$ cat src/rtl/cpu_types_pkg.sv
// Shared types for the fetch request unit: word type, sequencer states and dmem request kind.
package cpu_types_pkg;

  localparam int WORD_W = 32;

  typedef logic [WORD_W-1:0] word_t;

  typedef enum logic [2:0] {
    RESET,
    FETCH,
    EXEC,
    MEM,
    HALTED
  } fetch_state_t;

  typedef enum logic {
    REQ_READ,
    REQ_WRITE
  } mem_req_t;

endpackage

$ cat src/rtl/fetch_request_unit_if.sv
// Instruction and data memory handshake between the fetch request unit and the cache/arbiter.
interface fetch_request_unit_if #(
  parameter int ADDR_W = 32,
  parameter int DATA_W = 32
);

  logic              imemREN;
  logic [ADDR_W-1:0] imemaddr;
  logic              ihit;
  logic [DATA_W-1:0] imemload;

  logic              dmemREN;
  logic              dmemWEN;
  logic [ADDR_W-1:0] dmemaddr;
  logic [DATA_W-1:0] dmemstore;
  logic              dhit;
  logic [DATA_W-1:0] dmemload;

  modport master (
    output imemREN, imemaddr, dmemREN, dmemWEN, dmemaddr, dmemstore,
    input  ihit, imemload, dhit, dmemload
  );

  modport slave (
    input  imemREN, imemaddr, dmemREN, dmemWEN, dmemaddr, dmemstore,
    output ihit, imemload, dhit, dmemload
  );

endinterface

$ cat src/rtl/fetch_request_unit_req_wait_counter.sv
// Saturating wait-cycle counter for an outstanding memory request.
module req_wait_counter #(
  parameter int MAX_WAIT = 16,
  parameter int CW       = $clog2(MAX_WAIT + 1)
) (
  input  logic CLK,
  input  logic nRST,
  input  logic clear,
  input  logic inc,
  output logic sat,
  output logic reach
);

  logic [CW-1:0] count;

  assign sat   = (count == CW'(MAX_WAIT));
  // High on the cycle whose increment lands exactly on MAX_WAIT.
  assign reach = inc && !clear && (count == CW'(MAX_WAIT - 1));

  // NOTE: sequential state uses non-blocking assignments so every flop samples pre-edge values.
  always_ff @(posedge CLK or negedge nRST) begin
    if (!nRST) begin
      count <= '0;
    end else if (clear) begin
      count <= '0;
    end else if (inc && !sat) begin
      count <= count + 1'b1;
    end
  end

endmodule

$ cat src/rtl/fetch_request_unit.sv
// Sequencer between PC, datapath and the memory arbiter: fetch, at most one dmem access, retire.
module fetch_request_unit
  import cpu_types_pkg::*;
#(
  parameter int ADDR_W   = 32,
  parameter int DATA_W   = 32,
  parameter int MAX_WAIT = 16
) (
  input  logic                CLK,
  input  logic                nRST,
  input  logic [ADDR_W-1:0]   pc_addr,
  output logic                pcenable,
  input  logic                halt,
  input  logic                mem_ren,
  input  logic                mem_wen,
  input  logic [ADDR_W-1:0]   mem_addr,
  input  logic [DATA_W-1:0]   mem_store,
  fetch_request_unit_if.master mem,
  output logic [DATA_W-1:0]   instr,
  output logic                instr_valid,
  output logic [DATA_W-1:0]   dload,
  output logic                halted,
  output logic                timeout,
  output logic                proto_err,
  output word_t               instr_count
);

  fetch_state_t      state;
  mem_req_t          req_type;
  logic [ADDR_W-1:0] dmem_addr_q;
  logic [DATA_W-1:0] dmem_store_q;

  logic mem_done;
  logic exec_retire;
  logic wait_inc;
  logic wait_sat;
  logic wait_reach;

  // NOTE: requests are decoded from the state register, so the asynchronous reset drops them at once.
  assign mem.imemREN   = (state == FETCH);
  assign mem.imemaddr  = (state == FETCH) ? pc_addr : '0;
  assign mem.dmemREN   = (state == MEM) && (req_type == REQ_READ);
  assign mem.dmemWEN   = (state == MEM) && (req_type == REQ_WRITE);
  assign mem.dmemaddr  = dmem_addr_q;
  assign mem.dmemstore = dmem_store_q;

  assign instr_valid = (state == EXEC) || (state == MEM) || (state == HALTED);
  assign halted      = (state == HALTED);

  assign mem_done    = (state == MEM) && mem.dhit;
  assign exec_retire = (state == EXEC) && !halt && !(mem_ren || mem_wen);
  assign pcenable    = exec_retire || mem_done;

  // Hits are only honoured by the state that issued the matching request.
  assign wait_inc = ((state == FETCH) && !mem.ihit) || ((state == MEM) && !mem.dhit);

  req_wait_counter #(
    .MAX_WAIT (MAX_WAIT)
  ) u_wait (
    .CLK   (CLK),
    .nRST  (nRST),
    .clear (!wait_inc),
    .inc   (wait_inc),
    .sat   (wait_sat),
    .reach (wait_reach)
  );

  always_ff @(posedge CLK or negedge nRST) begin
    if (!nRST) begin
      state        <= RESET;
      req_type     <= REQ_READ;
      dmem_addr_q  <= '0;
      dmem_store_q <= '0;
      instr        <= '0;
      dload        <= '0;
      timeout      <= 1'b0;
      proto_err    <= 1'b0;
      instr_count  <= '0;
    end else begin
      case (state)
        RESET: state <= FETCH;
        FETCH: begin
          if (mem.ihit) begin
            instr <= mem.imemload;
            state <= EXEC;
          end
        end
        EXEC: begin
          if (halt) begin
            state <= HALTED;
          end else if (mem_ren || mem_wen) begin
            state        <= MEM;
            dmem_addr_q  <= mem_addr;
            dmem_store_q <= mem_store;
            // A conflicting load+store request is serviced as a store and flagged.
            req_type     <= mem_wen ? REQ_WRITE : REQ_READ;
            if (mem_ren && mem_wen) proto_err <= 1'b1;
          end else begin
            state <= FETCH;
          end
        end
        MEM: begin
          if (mem.dhit) begin
            if (req_type == REQ_READ) dload <= mem.dmemload;
            state <= FETCH;
          end
        end
        HALTED:  state <= HALTED;
        default: state <= RESET;
      endcase

      if (pcenable) instr_count <= instr_count + 1'b1;
      if (wait_reach || wait_sat) timeout <= 1'b1;
    end
  end

endmodule
$ cat src/flat_wrapper.sv
// flat-port wrapper written by rule: the top's interface ports become plain ports
module fetch_request_unit_flat import cpu_types_pkg::*;
#(
  parameter int ADDR_W   = 32,
  parameter int DATA_W   = 32,
  parameter int MAX_WAIT = 16
)
  (CLK, nRST, pc_addr, pcenable, halt, mem_ren, mem_wen, mem_addr, mem_store, instr, instr_valid, dload, halted, timeout, proto_err, instr_count, mem_imemREN, mem_imemaddr, mem_dmemREN, mem_dmemWEN, mem_dmemaddr, mem_dmemstore, mem_ihit, mem_imemload, mem_dhit, mem_dmemload);
  fetch_request_unit_if #(.ADDR_W(ADDR_W), .DATA_W(DATA_W)) mem_i ();
  input  logic CLK;
  input  logic nRST;
  input  logic [ADDR_W-1:0] pc_addr;
  output logic pcenable;
  input  logic halt;
  input  logic mem_ren;
  input  logic mem_wen;
  input  logic [ADDR_W-1:0] mem_addr;
  input  logic [DATA_W-1:0] mem_store;
  output logic [DATA_W-1:0] instr;
  output logic instr_valid;
  output logic [DATA_W-1:0] dload;
  output logic halted;
  output logic timeout;
  output logic proto_err;
  output word_t instr_count;
  output wire logic [$bits(mem_i.imemREN)-1:0] mem_imemREN;
  output wire logic [$bits(mem_i.imemaddr)-1:0] mem_imemaddr;
  output wire logic [$bits(mem_i.dmemREN)-1:0] mem_dmemREN;
  output wire logic [$bits(mem_i.dmemWEN)-1:0] mem_dmemWEN;
  output wire logic [$bits(mem_i.dmemaddr)-1:0] mem_dmemaddr;
  output wire logic [$bits(mem_i.dmemstore)-1:0] mem_dmemstore;
  input wire logic [$bits(mem_i.ihit)-1:0] mem_ihit;
  input wire logic [$bits(mem_i.imemload)-1:0] mem_imemload;
  input wire logic [$bits(mem_i.dhit)-1:0] mem_dhit;
  input wire logic [$bits(mem_i.dmemload)-1:0] mem_dmemload;
  assign mem_imemREN = mem_i.imemREN;
  assign mem_imemaddr = mem_i.imemaddr;
  assign mem_dmemREN = mem_i.dmemREN;
  assign mem_dmemWEN = mem_i.dmemWEN;
  assign mem_dmemaddr = mem_i.dmemaddr;
  assign mem_dmemstore = mem_i.dmemstore;
  assign mem_i.ihit = mem_ihit;
  assign mem_i.imemload = mem_imemload;
  assign mem_i.dhit = mem_dhit;
  assign mem_i.dmemload = mem_dmemload;
  fetch_request_unit #(.ADDR_W(ADDR_W), .DATA_W(DATA_W), .MAX_WAIT(MAX_WAIT)) u_core (.CLK(CLK), .nRST(nRST), .pc_addr(pc_addr), .pcenable(pcenable), .halt(halt), .mem_ren(mem_ren), .mem_wen(mem_wen), .mem_addr(mem_addr), .mem_store(mem_store), .mem(mem_i), .instr(instr), .instr_valid(instr_valid), .dload(dload), .halted(halted), .timeout(timeout), .proto_err(proto_err), .instr_count(instr_count));
endmodule
$ cat config.mk
export PLATFORM = sky130hd
export DESIGN_NAME = fetch_request_unit_flat
export DESIGN_NICKNAME = d
export VERILOG_FILES = /design/src/rtl/cpu_types_pkg.sv /design/src/rtl/fetch_request_unit_if.sv /design/src/rtl/fetch_request_unit_req_wait_counter.sv /design/src/rtl/fetch_request_unit.sv /design/src/flat_wrapper.sv
export SDC_FILE = /design/constraint.sdc
export NUM_CORES = 1
export LEC_CHECK = 0
export CORE_UTILIZATION = 36
export CTS_CLUSTER_DIAMETER = 60
export DETAILED_ROUTE_END_ITERATION = 12
export GPL_ROUTABILITY_DRIVEN = 0
export GPL_TIMING_DRIVEN = 0
export MAX_ROUTING_LAYER = met4
export PLACE_DENSITY = 0.86
export SLEW_MARGIN = 20
export SYNTH_ARGS = -nofsm -noshare
export SYNTH_HDL_FRONTEND = slang
export SYNTH_SLANG_ARGS = --single-unit
$ cat constraint.sdc
create_clock -name CLK -period 2.1 [get_ports CLK]
set_input_delay 0.21 -clock CLK [delete_from_list [all_inputs] [get_ports CLK]]
set_output_delay 0.21 -clock CLK [all_outputs]
set_load 0.1 [all_outputs]
[Word-level counts from Yosys, hierarchy flattened]
Cells that the tools add are included.
Operators by class
  mux-type cells: 9
  eq/ne operators: 9
  reduce and logical (&&, ||, !) cells: 27
  bitwise gates (word level): 2
  add/subtract/negate cells: 2
Operator list (count)
  adder 32 x 1 -> 32 bit (second input constant): 1
  2-to-1 mux 32 bit: 1
  case mux 3 bit (5 select lines): 1
  logical AND 1 bit: 10
  2-to-1 mux 5 bit: 2
  2-to-1 mux 3 bit: 3
  == test 3 x 2 -> 1 bit (second input constant): 2
  logical OR 1 bit: 6
  AND reduction 3 bit: 2
  adder 5 x 1 -> 5 bit (second input constant): 1
  == test 5 x 4 -> 1 bit (second input constant): 1
  == test 5 bit (second input constant): 1
  zero test 1 bit: 5
  != test 2 x 1 -> 1 bit (second input constant): 2
  AND reduction 2 bit: 2
  AND reduction 4 bit: 1
  == test 3 x 1 -> 1 bit (second input constant): 1
  == test 3 bit (second input constant): 1
  zero test 3 bit: 1
  2-to-1 mux 2 bit: 1
  != test 2 bit (second input constant): 1
  NOT 1 bit: 2
  2-to-1 mux 1 bit: 1
Word-level totals
  logic and storage cells: 59
  output and inout bits: 200
  flip-flop bits (word level): 171
  input bits: 167

[Depth between registers and ports, before layout]
  depth after elaboration: 6
  mapped depth: 7
  gate-level depth less buffers: 5

[Hierarchy]
From an unflattened synthesis, not the netlist that was laid out.
Second synthesis, totals
  cell total of the unflattened synthesis: 517
  area total of the unflattened synthesis: 7153.1 µm²
Modules (own cells, without submodules)
  fetch_request_unit: area each 6844.1 µm², cells an instance 485, seq. area each 4154.0 µm², instances 1
  req_wait_counter: area each 309.0 µm², cells an instance 32, seq. area each 125.1 µm², instances 1

[Least setup slack after synthesis]
Ideal clock, no wire load.
  path kind: register to output
  start: register u_core.state[1]
  end: output port instr_valid
  stages on the path, launching flop included: 4
  arrival: 3456 ps
  buffers on the path: 1
  required time: 1890 ps
  slack: -1566 ps
  cell sequence: dfrtp_1 clkbuf_1 nor3_1 a21o_1
On the way
  elaborated cells between the ends (all ways): 5
  classes of those cells: eq/ne (3); reduce/logical (2)
RTL lines
  start, declared: line fetch_request_unit.sv:28  | fetch_state_t state;
  start signal, assigned: line fetch_request_unit.sv:70  | state <= RESET;
  start signal, assigned: line fetch_request_unit.sv:81  | RESET: state <= FETCH;
  start signal, assigned: line fetch_request_unit.sv:85  | state <= EXEC;
  == test 3 bit
  net halted: line flat_wrapper.sv:22  | output logic halted;
  logical OR 1 bit: line fetch_request_unit.sv:47  | assign instr_valid = (state == EXEC) || (state == MEM) || (state == HALTED);
  end, declared: line flat_wrapper.sv:20  | output logic instr_valid;
The timed path passes the listed nets, and every way through them passes these cells.

[Final worst setup path]
  start: register u_core.state[2]
  end: output port pcenable
On the way
  cells in the longest elaborated chain, start to end: 4
  elaborated cells between the ends (all ways): 6
  classes of those cells: eq/ne (2); reduce/logical (4)
Ends and longest elaborated chain
  == test 3 x 2 -> 1 bit: line fetch_request_unit.sv:51  | assign exec_retire = (state == EXEC) && !halt && !(mem_ren || mem_wen);
  logical AND 1 bit (2 in a row): line fetch_request_unit.sv:51
  logical OR 1 bit *: line fetch_request_unit.sv:52  | assign pcenable = exec_retire || mem_done;
  end, declared: line flat_wrapper.sv:13  | output logic pcenable;
Mark *: on every way between the ends. The rest lies on a longest branch, timed or not.

==> metrics.cfg <==
[status]
status=finished with violations
violations=negative setup slack

[routing]
wl_um=22400
avgViaCountPerCell=4.84
drtPass1Iterations=4
antenna_left=0
routedWlPerCell_um=18.8
detail_route.iter0.violations=190
vias=5765
drc=0

[synthesis]
synth-edff-count=0
yosys.area.top_type_share=0.591
syn-cell-area_mm2=0.00724
syn_inst=512
yosysTopAreaCell=dfrtp_1
synth-seq-cells=171
synth_ff_type=dfrtp_1
ys_seq_area_frac=0.591
synth.net_count=683
synth_cell_types=39
yosys-top-cells-area=dfrtp_1 (59%), mux2_2 (14%), mux2_1 (5.9%)
yosysWarnings=0
async_reset_ff_frac=1.00
synth.avg_cell_area_um2=14.1

[power_and_ir_drop]
p_clk_frac=0.466
power_frac_seq=0.476
p_int_uw=5310
p_switching_uw=1590
cellLeakagePower_uw=0.00667
p_per_area_mw_per_mm2=556
vdd_drop_max_mv=0.627
combPwrFrac=0.057
swShare=0.231

[sta]
maxSlewHeadroom=0.305
fin_crit_ps=2160
hold_slack_ps=368
hold_viol=0
timing.final.ws_setup_ps=-63.6
finClkSkew_ps=13.7
rsz0062_at_grt=yes
tns_ps=-869
worst_pin_slew_ps=1050
fmax_ghz=0.462
fin_crit_sh=1.03
slew_viol_final=0
finalSetupViolCount=25

[die]
die_x_um=144
dieHeight_um=144
core_mm2=0.0196
io-pin-count=367
start_util=0.369
die-area_mm2=0.0207
num_rows=51

[clock_network]
cts_tree=built
clockBufferDepth=2
root_buffer=clkbuf_16
clock_latency_ps=420
htreeDepth=4
clock_sinks=171
cts.clk_slew.worst_paths_ps=70
cts_buffers=17

[worst_setup_path]
endpoint_kind=primary output
crit_arrival_ps=1950
path_max_fanout=6
cp_num_cells=4
cp_slowest_stage_delay_ps=550
critical-path-top-delay-family=simple AND/OR/NAND/NOR gates
path_class=flip-flop to primary output
slowest_stage=or4b_4
critPathBufInv=2
cp_cell_sequence=or4b_4, buf_4, o21ai_4, buf_12
ff2ff_path_depth=6
rrSetupSlack_ps=-60
cp_data_required_time_ps=1890
timing.rr.start=u_core.state[2]
critPathLaunchType=flip-flop
rr_endpoint=u_core.instr_count[13]

[placed_design]
dpl.hpwl_um=16000
numPortBuffers=366
placed_cell_area_mm2=0.0114
post-place-cells=1144

[flow_run]
cap_violations=0

[worst_hold_path]
hp-class=input port to asynchronous set/reset pin

[layout]
final_cells=1192
drive_gt1_frac=0.312
final_nets=1085
diodes=0
postLayoutCellArea_mm2=0.0124
finish.utilization=0.634
area_growth_pct=71.5

[grt]
grt.overflow.total=0
antenna_found_initial=0
grt.total_usage=0.217
grt_pass1_vias=6206
grt_max_degree=91
grt_pass1_wl_um=32800

==> routing by layer <==
| metal | wire length [um] | global-route usage |
|---|---|---|
| met1 | 8360 | 0.235 |
| met2 | 11700 | 0.384 |
| met3 | 1610 | 0.0530 |
| met4 | 667 | 0.0806 |
| met5 | 0 | - |
==> synth_stat cells, types with 9 or more instances <==
library cell,number
and2_1,35
buf_2,11
clkbuf_1,10
dfrtp_1,171
inv_1,9
mux2_1,38
mux2_2,91
nand2_1,12
nand3_1,12
nor4_2,17
xor2_1,28
==> metrics by stage <==
stage               worst slack, ps  power (uW)
detailed placement             -970        3740
floorplan                     -54.1        3360
CTS                           -65.4        6980
global placement              -7520        3730
finish                        -63.6        6910
global route                   -125        7150
==> timing repair <==
item,4_1_cts,5_1_grt
hold buffers,1,0
resized for setup,497,52
pin swaps,6,21
cloned,2,1
hold endpoints to repair,81,0
buffers inserted,6,7
setup endpoints to repair,347,138
==> cell usage in the layout, fill, tap and decap left out, types with 5 or more instances in the layout <==
master             n
and2_1             5
xnor2_1            6
and2_2             9
and3_1             7
mux2_2            90
buf_12            23
nor4_2             8
nand4_1            7
and2_4            21
nor2_1             6
clkdlybuf4s50_1  165
inv_1              9
nor4_4             9
inv_6              5
mux2_1            38
buf_4             21
nand2_1           12
xor2_1            28
clkbuf_16         17
dfrtp_2           15
nor3_2             5
buf_6             16
dlygate4sd2_1    162
dfrtp_1          152
nand3_1           12
buf_8              7
buf_2              5
==> registers in the layout, summed over array words and instances, names as in the netlist <==
| register | flops |
|---|---|
| u_core.instr | 32 |
| u_core.u_wait.count | 5 |
| u_core.proto_err | 1 |
| u_core.state | 3 |
| u_core.mem.dmemstore | 32 |
| u_core.instr_count | 32 |
| u_core.timeout | 1 |
| u_core.dload | 32 |
| u_core.req_type | 1 |
| u_core.mem.dmemaddr | 32 |
==> logic make-up (layout without fill, tap and decap cells) <==
family / Yosys count / after routing / synth area share
buffers and inverters: 37 / 452 / 0.0247
muxes: 131 / 131 / 0.203
and+or+nand+nor: 125 / 125 / 0.123
DFF: 171 / 171 / 0.591
AOI/OAI and AO/OA: 10 / 10 / 0.00968
adders and majority gates: 4 / 4 / 0.00692
xor gates and xnor gates: 34 / 34 / 0.0411
==> how the worst max path moves through the flow <==
stage                    start               endpoint  slack [ps]
2_1_floorplan  u_core.state[1]            instr_valid         -50
3_3_place_gp              nRST  u_core.instr_count[7]       -7520
3_5_place_dp   u_core.state[0]       mem_imemaddr[18]        -970
4_1_cts        u_core.state[2]  u_core.instr_count[9]         -70
5_1_grt        u_core.state[2]  u_core.instr_count[9]        -130
6_report       u_core.state[2]               pcenable         -60
==> power by group through the flow <==
stage / sequential, uW / combinational (uW) / clock, uW
2_1_floorplan: 3360 / 5.14 / 0
3_3_place_gp: 3360 / 374 / 0
3_5_place_dp: 3360 / 389 / 0
4_1_cts: 3290 / 395 / 3300
5_1_grt: 3290 / 426 / 3440
6_report: 3290 / 394 / 3220
==> layout make-up <==
type / instances / area [um2]
plain buffers: 27 / 236
clock buffers: 18 / 439
clock inverters: 14 / 169
fillers: 1485 / 7180
inverters: 9 / 33.8
multi-input cells: 304 / 3020
flip-flops and latches: 171 / 4310
well taps: 265 / 332
repair buffers: 384 / 3870
Power figures use the tool's default switching activity.
